### config.mk
export PLATFORM = sky130hd
export DESIGN_NAME = jtag_tap_oversampled_flat
export DESIGN_NICKNAME = d
export VERILOG_FILES = /design/src/rtl/jtag_tap_pkg.sv /design/src/rtl/jtag_tap_if.sv /design/src/rtl/jtag_tap_fsm.sv /design/src/rtl/jtag_tap_oversampled.sv /design/src/flat_wrapper.sv
export SDC_FILE = /design/constraint.sdc
export NUM_CORES = 1
export LEC_CHECK = 0
export CAP_MARGIN = 20
export CORE_ASPECT_RATIO = 1.4
export CORE_MARGIN = 3
export CORE_UTILIZATION = 29
export DETAILED_ROUTE_END_ITERATION = 8
export SYNTH_ARGS = -nofsm -noshare
export SYNTH_HDL_FRONTEND = slang
export SYNTH_SLANG_ARGS = --single-unit
### constraint.sdc
create_clock -name clk_i -period 5.55 [get_ports clk_i]
set_input_delay 1.665 -clock clk_i [delete_from_list [all_inputs] [get_ports clk_i]]
set_output_delay 1.665 -clock clk_i [all_outputs]
set_load 0.02 [all_outputs]
### src/rtl/jtag_tap_pkg.sv
`default_nettype none
// ============================================================================
// Module   : jtag_tap_pkg
// Purpose  : TAP state encoding, next-state function and default opcodes
//            shared by the oversampled JTAG TAP controller.
// Revision : 1.0 - initial release
// ============================================================================
package jtag_tap_pkg;

  // 1149.1 Table 6-3 state encoding
  typedef enum logic [3:0] {
    EXIT2_DR         = 4'h0,
    EXIT1_DR         = 4'h1,
    SHIFT_DR         = 4'h2,
    PAUSE_DR         = 4'h3,
    SELECT_IR_SCAN   = 4'h4,
    UPDATE_DR        = 4'h5,
    CAPTURE_DR       = 4'h6,
    SELECT_DR_SCAN   = 4'h7,
    EXIT2_IR         = 4'h8,
    EXIT1_IR         = 4'h9,
    SHIFT_IR         = 4'hA,
    PAUSE_IR         = 4'hB,
    RUN_TEST_IDLE    = 4'hC,
    UPDATE_IR        = 4'hD,
    CAPTURE_IR       = 4'hE,
    TEST_LOGIC_RESET = 4'hF
  } tap_state_e;

  localparam logic [31:0] DEF_IDCODE_VAL   = 32'h1000_0DB3;
  localparam logic [4:0]  DEF_INSTR_IDCODE = 5'h01;
  localparam logic [4:0]  DEF_INSTR_USER   = 5'h10;
  localparam logic [4:0]  DEF_INSTR_BYPASS = 5'h1F;

  // Standard 16-state TAP graph, advanced once per TCK rising edge
  function automatic tap_state_e tap_next(input tap_state_e s, input logic tms);
    tap_state_e n;
    n = TEST_LOGIC_RESET;
    case (s)
      TEST_LOGIC_RESET: n = tms ? TEST_LOGIC_RESET : RUN_TEST_IDLE;
      RUN_TEST_IDLE:    n = tms ? SELECT_DR_SCAN   : RUN_TEST_IDLE;
      SELECT_DR_SCAN:   n = tms ? SELECT_IR_SCAN   : CAPTURE_DR;
      CAPTURE_DR:       n = tms ? EXIT1_DR         : SHIFT_DR;
      SHIFT_DR:         n = tms ? EXIT1_DR         : SHIFT_DR;
      EXIT1_DR:         n = tms ? UPDATE_DR        : PAUSE_DR;
      PAUSE_DR:         n = tms ? EXIT2_DR         : PAUSE_DR;
      EXIT2_DR:         n = tms ? UPDATE_DR        : SHIFT_DR;
      UPDATE_DR:        n = tms ? SELECT_DR_SCAN   : RUN_TEST_IDLE;
      SELECT_IR_SCAN:   n = tms ? TEST_LOGIC_RESET : CAPTURE_IR;
      CAPTURE_IR:       n = tms ? EXIT1_IR         : SHIFT_IR;
      SHIFT_IR:         n = tms ? EXIT1_IR         : SHIFT_IR;
      EXIT1_IR:         n = tms ? UPDATE_IR        : PAUSE_IR;
      PAUSE_IR:         n = tms ? EXIT2_IR         : PAUSE_IR;
      EXIT2_IR:         n = tms ? UPDATE_IR        : SHIFT_IR;
      UPDATE_IR:        n = tms ? SELECT_DR_SCAN   : RUN_TEST_IDLE;
      default:          n = TEST_LOGIC_RESET;
    endcase
    return n;
  endfunction

endpackage
`default_nettype wire

### src/rtl/jtag_tap_if.sv
`default_nettype none
// ============================================================================
// Module   : jtag_tap_if
// Purpose  : Bit-banged JTAG pin bundle between the remote bridge (master)
//            and the TAP controller (slave).
// Revision : 1.0 - initial release
// ============================================================================
interface jtag_tap_if;
  logic tck;
  logic tms;
  logic tdi;
  logic trst;
  logic tdo;

  modport master (output tck, output tms, output tdi, output trst, input tdo);
  modport slave  (input tck, input tms, input tdi, input trst, output tdo);
endinterface
`default_nettype wire

### src/rtl/jtag_tap_fsm.sv
`default_nettype none
// ============================================================================
// Module   : jtag_tap_fsm
// Purpose  : TCK edge detection in the clk_i domain, TAP state register and
//            synchronous TRST handling.
// Revision : 1.0 - initial release
// ============================================================================
module jtag_tap_fsm
  import jtag_tap_pkg::*;
(
  input  wire logic  clk_i,
  input  wire logic  rst_i,
  input  wire logic  tck_i,
  input  wire logic  tms_i,
  input  wire logic  trst_i,
  output tap_state_e state_o,
  output tap_state_e state_d_o,
  output logic       rise_o,
  output logic       fall_o
);

  logic       tck_q;
  tap_state_e state_q;
  tap_state_e state_d;

  assign rise_o    =  tck_i & ~tck_q;
  assign fall_o    = ~tck_i &  tck_q;
  assign state_o   = state_q;
  assign state_d_o = state_d;

  // Previous TCK level; a level held for many clks yields a single edge
  always_ff @(posedge clk_i) begin
    if (rst_i) tck_q <= 1'b0;
    else       tck_q <= tck_i;
  end

  // Next state: TRST wins over any coincident TCK edge
  always_comb begin
    state_d = state_q;
    if (trst_i)      state_d = TEST_LOGIC_RESET;
    else if (rise_o) state_d = tap_next(state_q, tms_i);
  end

  // TAP state register
  always_ff @(posedge clk_i) begin
    if (rst_i) state_q <= TEST_LOGIC_RESET;
    else       state_q <= state_d;
  end

endmodule
`default_nettype wire

### src/rtl/jtag_tap_oversampled.sv
`default_nettype none
// ============================================================================
// Module   : jtag_tap_oversampled
// Purpose  : IEEE 1149.1 TAP with IDCODE, BYPASS and one USER data register,
//            TCK oversampled as data in the clk_i domain.
// Revision : 1.0 - initial release
// ============================================================================
module jtag_tap_oversampled
  import jtag_tap_pkg::*;
#(
  parameter int                  IR_WIDTH     = 5,
  parameter int                  DR_WIDTH     = 32,
  parameter logic [31:0]         IDCODE_VAL   = DEF_IDCODE_VAL,
  parameter logic [IR_WIDTH-1:0] INSTR_IDCODE = IR_WIDTH'(DEF_INSTR_IDCODE),
  parameter logic [IR_WIDTH-1:0] INSTR_USER   = IR_WIDTH'(DEF_INSTR_USER),
  parameter logic [IR_WIDTH-1:0] INSTR_BYPASS = {IR_WIDTH{1'b1}}
)(
  input  wire logic                clk_i,
  input  wire logic                rst_i,
  jtag_tap_if.slave                jtag,
  output logic [3:0]               tap_state_o,
  output logic [IR_WIDTH-1:0]      ir_o,
  output logic                     user_capture_o,
  input  wire logic [DR_WIDTH-1:0] user_data_i,
  output logic                     user_update_o,
  output logic [DR_WIDTH-1:0]      user_data_o
);

  localparam logic [IR_WIDTH-1:0] IR_CAPTURE = IR_WIDTH'(2'b01);

  tap_state_e state_q;
  tap_state_e state_d;
  logic       rise;
  logic       fall;

  logic [IR_WIDTH-1:0] ir_q;
  logic [IR_WIDTH-1:0] ir_shift_q;
  logic [31:0]         id_shift_q;
  logic [DR_WIDTH-1:0] user_shift_q;
  logic                bypass_q;
  logic                tdo_q;
  logic                user_capture_q;
  logic                user_update_q;
  logic [DR_WIDTH-1:0] user_data_q;

  // Shift sources: TDI enters at the MSB, the concat drops the old LSB
  logic [IR_WIDTH:0] w_ir_cat;
  logic [32:0]       w_id_cat;
  logic [DR_WIDTH:0] w_user_cat;
  logic              w_sel_idcode;
  logic              w_sel_user;
  logic              w_sel_bypass;
  logic              w_dr_lsb;

  assign w_ir_cat   = {jtag.tdi, ir_shift_q};
  assign w_id_cat   = {jtag.tdi, id_shift_q};
  assign w_user_cat = {jtag.tdi, user_shift_q};

  // Unknown opcodes fall back to BYPASS
  assign w_sel_idcode = (ir_q == INSTR_IDCODE);
  assign w_sel_user   = (ir_q == INSTR_USER);
  assign w_sel_bypass = (ir_q == INSTR_BYPASS) || !(w_sel_idcode || w_sel_user);
  assign w_dr_lsb     = w_sel_idcode ? id_shift_q[0] :
                        w_sel_user   ? user_shift_q[0] :
                        w_sel_bypass ? bypass_q : 1'b0;

  jtag_tap_fsm u_fsm (
    .clk_i     (clk_i),
    .rst_i     (rst_i),
    .tck_i     (jtag.tck),
    .tms_i     (jtag.tms),
    .trst_i    (jtag.trst),
    .state_o   (state_q),
    .state_d_o (state_d),
    .rise_o    (rise),
    .fall_o    (fall)
  );

  // IR/DR datapath: capture and shift on TCK rise, TDO and update on fall
  always_ff @(posedge clk_i) begin
    if (rst_i) begin
      ir_q           <= INSTR_IDCODE;
      ir_shift_q     <= '0;
      id_shift_q     <= '0;
      user_shift_q   <= '0;
      bypass_q       <= 1'b0;
      tdo_q          <= 1'b0;
      user_capture_q <= 1'b0;
      user_update_q  <= 1'b0;
      user_data_q    <= '0;
    end else begin
      user_capture_q <= 1'b0;
      user_update_q  <= 1'b0;

      if (rise && !jtag.trst) begin
        case (state_q)
          CAPTURE_IR: ir_shift_q <= IR_CAPTURE;
          SHIFT_IR:   ir_shift_q <= w_ir_cat[IR_WIDTH:1];
          CAPTURE_DR: begin
            if (w_sel_idcode) id_shift_q <= IDCODE_VAL;
            else if (w_sel_user) begin
              user_shift_q   <= user_data_i;
              user_capture_q <= 1'b1;
            end else bypass_q <= 1'b0;
          end
          SHIFT_DR: begin
            if (w_sel_idcode)    id_shift_q   <= w_id_cat[32:1];
            else if (w_sel_user) user_shift_q <= w_user_cat[DR_WIDTH:1];
            else                 bypass_q     <= jtag.tdi;
          end
          default: ;
        endcase
      end

      if (fall && !jtag.trst) begin
        if (state_q == SHIFT_IR)      tdo_q <= ir_shift_q[0];
        else if (state_q == SHIFT_DR) tdo_q <= w_dr_lsb;
        else                          tdo_q <= 1'b0;
        if (state_q == UPDATE_IR) ir_q <= ir_shift_q;
        if (state_q == UPDATE_DR && w_sel_user) begin
          user_data_q   <= user_shift_q;
          user_update_q <= 1'b1;
        end
      end

      // Entering or sitting in Test-Logic-Reset (TMS or TRST) pins IDCODE
      if (state_d == TEST_LOGIC_RESET) ir_q <= INSTR_IDCODE;
    end
  end

  assign jtag.tdo       = tdo_q;
  assign tap_state_o    = state_q;
  assign ir_o           = ir_q;
  assign user_capture_o = user_capture_q;
  assign user_update_o  = user_update_q;
  assign user_data_o    = user_data_q;

endmodule
`default_nettype wire

### src/flat_wrapper.sv
// flat-port wrapper written by rule: the top's interface ports become plain ports
module jtag_tap_oversampled_flat import jtag_tap_pkg::*;
#(
  parameter int                  IR_WIDTH     = 5,
  parameter int                  DR_WIDTH     = 32,
  parameter logic [31:0]         IDCODE_VAL   = DEF_IDCODE_VAL,
  parameter logic [IR_WIDTH-1:0] INSTR_IDCODE = IR_WIDTH'(DEF_INSTR_IDCODE),
  parameter logic [IR_WIDTH-1:0] INSTR_USER   = IR_WIDTH'(DEF_INSTR_USER),
  parameter logic [IR_WIDTH-1:0] INSTR_BYPASS = {IR_WIDTH{1'b1}}
)
  (clk_i, rst_i, tap_state_o, ir_o, user_capture_o, user_data_i, user_update_o, user_data_o, jtag_tck, jtag_tms, jtag_tdi, jtag_trst, jtag_tdo);
  jtag_tap_if jtag_i ();
  input  wire logic clk_i;
  input  wire logic rst_i;
  output logic [3:0] tap_state_o;
  output logic [IR_WIDTH-1:0] ir_o;
  output logic user_capture_o;
  input  wire logic [DR_WIDTH-1:0] user_data_i;
  output logic user_update_o;
  output logic [DR_WIDTH-1:0] user_data_o;
  input wire logic [$bits(jtag_i.tck)-1:0] jtag_tck;
  input wire logic [$bits(jtag_i.tms)-1:0] jtag_tms;
  input wire logic [$bits(jtag_i.tdi)-1:0] jtag_tdi;
  input wire logic [$bits(jtag_i.trst)-1:0] jtag_trst;
  output wire logic [$bits(jtag_i.tdo)-1:0] jtag_tdo;
  assign jtag_i.tck = jtag_tck;
  assign jtag_i.tms = jtag_tms;
  assign jtag_i.tdi = jtag_tdi;
  assign jtag_i.trst = jtag_trst;
  assign jtag_tdo = jtag_i.tdo;
  jtag_tap_oversampled #(.IR_WIDTH(IR_WIDTH), .DR_WIDTH(DR_WIDTH), .IDCODE_VAL(IDCODE_VAL), .INSTR_IDCODE(INSTR_IDCODE), .INSTR_USER(INSTR_USER), .INSTR_BYPASS(INSTR_BYPASS)) u_core (.clk_i(clk_i), .rst_i(rst_i), .jtag(jtag_i), .tap_state_o(tap_state_o), .ir_o(ir_o), .user_capture_o(user_capture_o), .user_data_i(user_data_i), .user_update_o(user_update_o), .user_data_o(user_data_o));
endmodule
Yosys cells after proc, flatten, opt, wreduce, memory -nomap -nowiden
Index checks and enable logic that the tools add are counted.
{"block": "word_totals", "regBits": 115, "in_bits": 38, "wordCells": 103}
{"block": "classes", "n_eq_ne": 27, "muxes": 36, "bitwise_logic": 7, "n_reduce_logical": 22}
{"op": "32-bit two-way mux", "n": 6}
{"op": "32-bit one-hot mux with 2 select lines", "n": 2}
{"op": "4-bit one-hot mux with 12 select lines", "n": 1}
{"op": "4-bit equality test (second input constant)", "n": 9}
{"op": "4-bit by 3-bit equality test with 1-bit output (second input constant)", "n": 4}
{"op": "1-bit two-way mux", "n": 12}
{"op": "2-bit two-way mux", "n": 6}
{"op": "3-bit two-way mux", "n": 4}
{"op": "4-bit two-way mux", "n": 3}
{"op": "6-bit AND reduction", "n": 2}
{"op": "5-bit equality test (second input constant)", "n": 2}
{"op": "5-bit one-hot mux with 2 select lines", "n": 1}
{"op": "4-bit by 2-bit equality test with 1-bit output (second input constant)", "n": 2}
{"op": "2-bit by 1-bit inequality test with 1-bit output (second input constant)", "n": 4}
{"op": "2-bit inequality test (second input constant)", "n": 4}
{"op": "2-bit OR reduction", "n": 4}
{"op": "2-bit AND reduction", "n": 3}
{"op": "5-bit by 1-bit equality test with 1-bit output (second input constant)", "n": 1}
{"op": "1-bit NOT", "n": 5}
{"op": "4-bit by 1-bit equality test with 1-bit output (second input constant)", "n": 1}
{"op": "4-bit zero test", "n": 1}
{"op": "4-bit AND reduction", "n": 1}
{"op": "2-bit nonzero test", "n": 2}
{"op": "4-bit OR reduction", "n": 1}
{"op": "other kinds (6)", "n": 11}

Longest topological paths before layout
{"block": "depth", "ltp_word": 9, "mapped_depth": 7}

By module
Synthesis repeated with hierarchy kept, for this count alone.
{"block": "unflattened", "cells_unflattened": 584, "area_unflattened_um2": 4754.6}
{"module": "jtag_tap_oversampled", "n_inst": 1, "cells_per_inst": 548, "area_per_inst_um2": 4471.8, "seq_area_each_um2": 2202.1}
{"module": "jtag_tap_fsm", "n_inst": 1, "cells_per_inst": 36, "area_per_inst_um2": 282.8, "seq_area_each_um2": 100.1}

Worst setup path after synthesis
No wires, ideal clock.
{"block": "synth_timing", "path_kind": "input -> register", "from": "in jtag_trst", "to": "reg u_core.id_shift_q[13]", "setup_time_ns": 0.128, "t_arrival_ns": 3.049, "required_ns": 5.422, "setup_slack_ns": 2.374, "path_stages": 6, "n_path_buf": 2, "path_cell_list": "or3b_1 > clkbuf_1 > nor4_4 > buf_6 > mux2i_1 > nor2_1"}
{"block": "synth_via", "elab_chain_cells": 3}
{"element": "start, declared", "line": "flat_wrapper.sv:24", "source": "input wire logic [$bits(jtag_i.trst)-1:0] jtag_trst;"}
{"element": "1-bit zero test", "line": "jtag_tap_oversampled.sv:95", "source": "if (rise && !jtag.trst) begin"}
{"element": "1-bit logical AND", "line": "jtag_tap_oversampled.sv:95"}
{"element": "4-bit AND reduction (no source line)"}
{"element": "end signal, assigned", "line": "jtag_tap_oversampled.sv:107", "source": "if (w_sel_idcode) id_shift_q <= w_id_cat[32:1];"}
{"element": "end, declared", "line": "jtag_tap_oversampled.sv:38", "source": "logic [31:0] id_shift_q;"}
Every way passes these cells.
A chain may end at the register's enable or synchronous reset.

Final worst setup path
{"block": "layout_timing", "from": "in jtag_tck", "to": "reg u_core.id_shift_q[19]"}
{"block": "layout_via", "elab_chain_cells": 3}
{"element": "start, declared", "line": "flat_wrapper.sv:21", "source": "input wire logic [$bits(jtag_i.tck)-1:0] jtag_tck;"}
{"element": "1-bit AND", "line": "jtag_tap_fsm.sv:26", "source": "assign rise_o = tck_i & ~tck_q;"}
{"element": "1-bit logical AND", "line": "jtag_tap_oversampled.sv:95"}
{"element": "4-bit AND reduction (no source line)"}
Every way passes these cells.

==> flow_metrics.env <==
export IMPL_vias=4345
export IMPL_clk_pin_slew_ns=0.05
export IMPL_required_ns=5.80
export IMPL_ios=82
export IMPL_cp_end_kind="flop"
export IMPL_max_freq_mhz=278
export IMPL_fin_crit_sh_pct=64.8
export IMPL_critPathBufInv=2
export IMPL_yosys_warnings=0
export IMPL_synth_nets=625
export IMPL_antenna_cells=0
export IMPL_core_um2=16400
export IMPL_power_frac_comb_pct=3.5
export IMPL_die_h_um=160
export IMPL_maxSlewViolCount=0
export IMPL_drive_gt1_share_pct=7.80
export IMPL_wl_um=12600
export IMPL_insertion_delay_ns=0.40
export IMPL_tritoncts="done"
export IMPL_cp_max_fo=46
export IMPL_synth_seq_cells=115
export IMPL_cell_internal_pwr_mw=1.55
export IMPL_critPathSlowestCell="clkdlybuf4s50_1"
export IMPL_crit_path_cell_trace="clkdlybuf4s50_1 > or3b_1 > nor4_4 > buf_4 > mux2i_1 > nor2_1"
export IMPL_synthCells=587
export IMPL_area_delta_synth_final_pct=30.4
export IMPL_holdCritPathClass="flop to flop"
export IMPL_cp_start_kind="input port"
export IMPL_detail_route_wl_per_cell_um=14.7
export IMPL_drc=0
export IMPL_ctsHtreeMaxLevel=4
export IMPL_via_per_inst=5.09
export IMPL_worstReg2RegEnd="u_core.user_shift_q[16]$_SDFFE_PP0P_"
export IMPL_pwr_share_clk_pct=53.4
export IMPL_cts_made_buffers=17
export IMPL_tightest_slew_ns=1.03
export IMPL_slew_headroom_pct=31.5
export IMPL_regArea_um2=2300
export IMPL_cts_setup_buffers=0
export IMPL_drtIter0Drc=347
export IMPL_fin_skew_ns=0.00648
export IMPL_setup_tns_ns=0
export IMPL_layout_common_cells="dfxtp_1, clkdlybuf4s50_1, nor2_1"
export IMPL_hold_violations=0
export IMPL_crit_type="input port to flop"
export IMPL_switching_share_pct=20.0
export IMPL_multi_input_area_um2=2400
export IMPL_grt_overflow=0
export IMPL_reg2reg_from="u_core.u_fsm.state_o[3]$_SDFF_PP1_"
export IMPL_antenna_found_initial=0
export IMPL_drt_antenna_violating_nets=0
export IMPL_finish_utilization_pct=39.1
export IMPL_p_leak_nw=2.19
export IMPL_finalSetupViolCount=0
export IMPL_dieArea_um2=18600
export IMPL_async_flop_share_pct=0
export IMPL_nets=682
export IMPL_io_buffers=81
export IMPL_synth_edff_count=0
export IMPL_pwr_density_cell_nw_per_um2=301
export IMPL_final_common_cell="dfxtp_1"
export IMPL_syn_area_per_cell_um2=8.39
export IMPL_arrival_ns=3.85
export IMPL_r2r_slack_ns=3.10
export IMPL_p_switching_mw=0.388
export IMPL_grtUsageTotal_pct=13.5
export IMPL_finalPower_mw=1.93
export IMPL_final_min_clock_period_ns=3.60
export IMPL_pre_cts_ws_ns=1.29
export IMPL_grt_pass1_wl_um=20200
export IMPL_grt_max_degree=98
export IMPL_ys_types=42
export IMPL_hpwl_um=7900
export IMPL_endpoint="u_core.id_shift_q[19]$_SDFFE_PP0P_"
export IMPL_gp_congestion=0.742
export IMPL_status="complete, no violations"
export IMPL_cts_root_buffer="clkbuf_16"
export IMPL_dr_pass1_iters=5
export IMPL_cts_buffer_depth=2
export IMPL_grt_pass1_vias=4103
export IMPL_synthFlopType="dfxtp_1"
export IMPL_ctsResizeCount=0
export IMPL_yosysSeqAreaShare_pct=46.7
export IMPL_p_seq_share_pct=43.0
export IMPL_rows=55
export IMPL_cts_sinks=115
export IMPL_critPathTopFamily="buffers and inverters"
export IMPL_fill_cells=1656
export IMPL_die_x_um=116
export IMPL_rsz0062_at_grt="false"
export IMPL_initial_core_util_pct=30.0
export IMPL_fin_ws_ns=1.95
export IMPL_syn_cell_area_um2=4930
export IMPL_crit_start="jtag_tck"
export IMPL_cp_depth=6
export IMPL_cts_hold_buf=0
export IMPL_maxCapViolCount=0
export IMPL_reg2reg_depth=5
export IMPL_max_stage_delay_ns=0.55
export IMPL_ir_drop_uv=180
how the worst min path moves through the flow:
stage	slack, ns	cells after the start	startpoint	endpoint
CTS	0.47	2	u_core.id_shift_q[9]$_SDFFE_PP0P_	u_core.id_shift_q[9]$_SDFFE_PP0P_
global route	0.49	2	u_core.user_data_o[16]$_SDFFE_PP0P_	u_core.user_data_o[16]$_SDFFE_PP0P_
floorplan	0.45	2	u_core.id_shift_q[12]$_SDFFE_PP0P_	u_core.id_shift_q[12]$_SDFFE_PP0P_
finish	0.47	2	u_core.user_data_o[12]$_SDFFE_PP0P_	u_core.user_data_o[12]$_SDFFE_PP0P_
global placement	0.46	2	u_core.id_shift_q[10]$_SDFFE_PP0P_	u_core.id_shift_q[9]$_SDFFE_PP0P_
detailed placement	0.46	2	u_core.id_shift_q[29]$_SDFFE_PP0P_	u_core.id_shift_q[29]$_SDFFE_PP0P_
power by group through the flow:
stage,registers (mW),logic (mW),clock network (mW)
final,0.832,0.0685,1.03
after global routing,0.832,0.0743,1.09
after CTS,0.832,0.0689,1.05
after detailed placement,0.849,0.0685,0
after global placement,0.849,0.0684,0
after floorplan,0.848,0.0310,0
area by class of cell:
class | count | area share, %
clock buffers | 23 | 7.44
clock inverters | 6 | 1.25
inverters | 4 | 0.234
multi-input cells | 415 | 37.3
flip-flops and latches | 115 | 35.8
well taps | 199 | 3.88
repair buffers | 91 | 14.0
per-stage QoR:
| stage | hold slack, ns | instances | instance area [µm²] |
|---|---|---|---|
| 2_1_floorplan | 0.447 | 587 | 4930 |
| 3_3_place_gp | 0.457 | 823 | 5840 |
| 3_5_place_dp | 0.459 | 823 | 5840 |
| 5_1_grt | 0.487 | 853 | 6420 |
| 4_1_cts | 0.469 | 852 | 6400 |
| 6_report | 0.469 | 853 | 6420 |
worst register-to-register path, stage by stage (launching register included):
cell      delay, ns
dfxtp_1        0.32
buf_4          0.40
or3b_1         0.38
nand2b_2       0.78
nand2_1        0.17
a311oi_1       0.30
per-layer routing:
layer / vias up / track usage (%) / wire length (µm)
li1: 2173 / - / -
met4: 0 / 4.80 / 187
met3: 16 / 4.17 / 602
met1: 2059 / 16.1 / 5350
met2: 97 / 22.8 / 6420
met5: - / 0 / 0
kinds of logic after synthesis:
kind of cell,Yosys count,synth area share [%]
multiplexers,25,5.08
AND/OR/NAND/NOR,247,24.1
flip-flops,115,46.7
AO/OA/AOI/OAI,143,19.1
buffers and inverters,57,4.93
synthesized netlist by cell type (all sizes together) (11+ instances only):
library cell / n / share of area (%)
a211oi: 12 / 2.4
a21oi: 45 / 4.6
a311oi: 32 / 5.7
and2: 19 / 2.4
clkbuf: 44 / 3.4
dfxtp: 115 / 47
mux2i: 25 / 5.1
nand2: 69 / 5.3
nand2b: 11 / 1.4
nand3: 41 / 4.2
nor2: 75 / 5.7
o21ai: 40 / 4.1
registers in the layout, indices dropped and copies added (netlist names):
name	cells
u_core.bypass_q	1
u_core.jtag.tdo	1
u_core.user_capture_o	1
u_core.id_shift_q	32
u_core.u_fsm.state_o	4
u_core.user_data_o	32
u_core.ir_shift_q	5
u_core.ir_o	5
u_core.user_shift_q	32
u_core.user_update_o	1
u_core.u_fsm.tck_q	1
No activity file was read; power rests on OpenSTA's default activity.
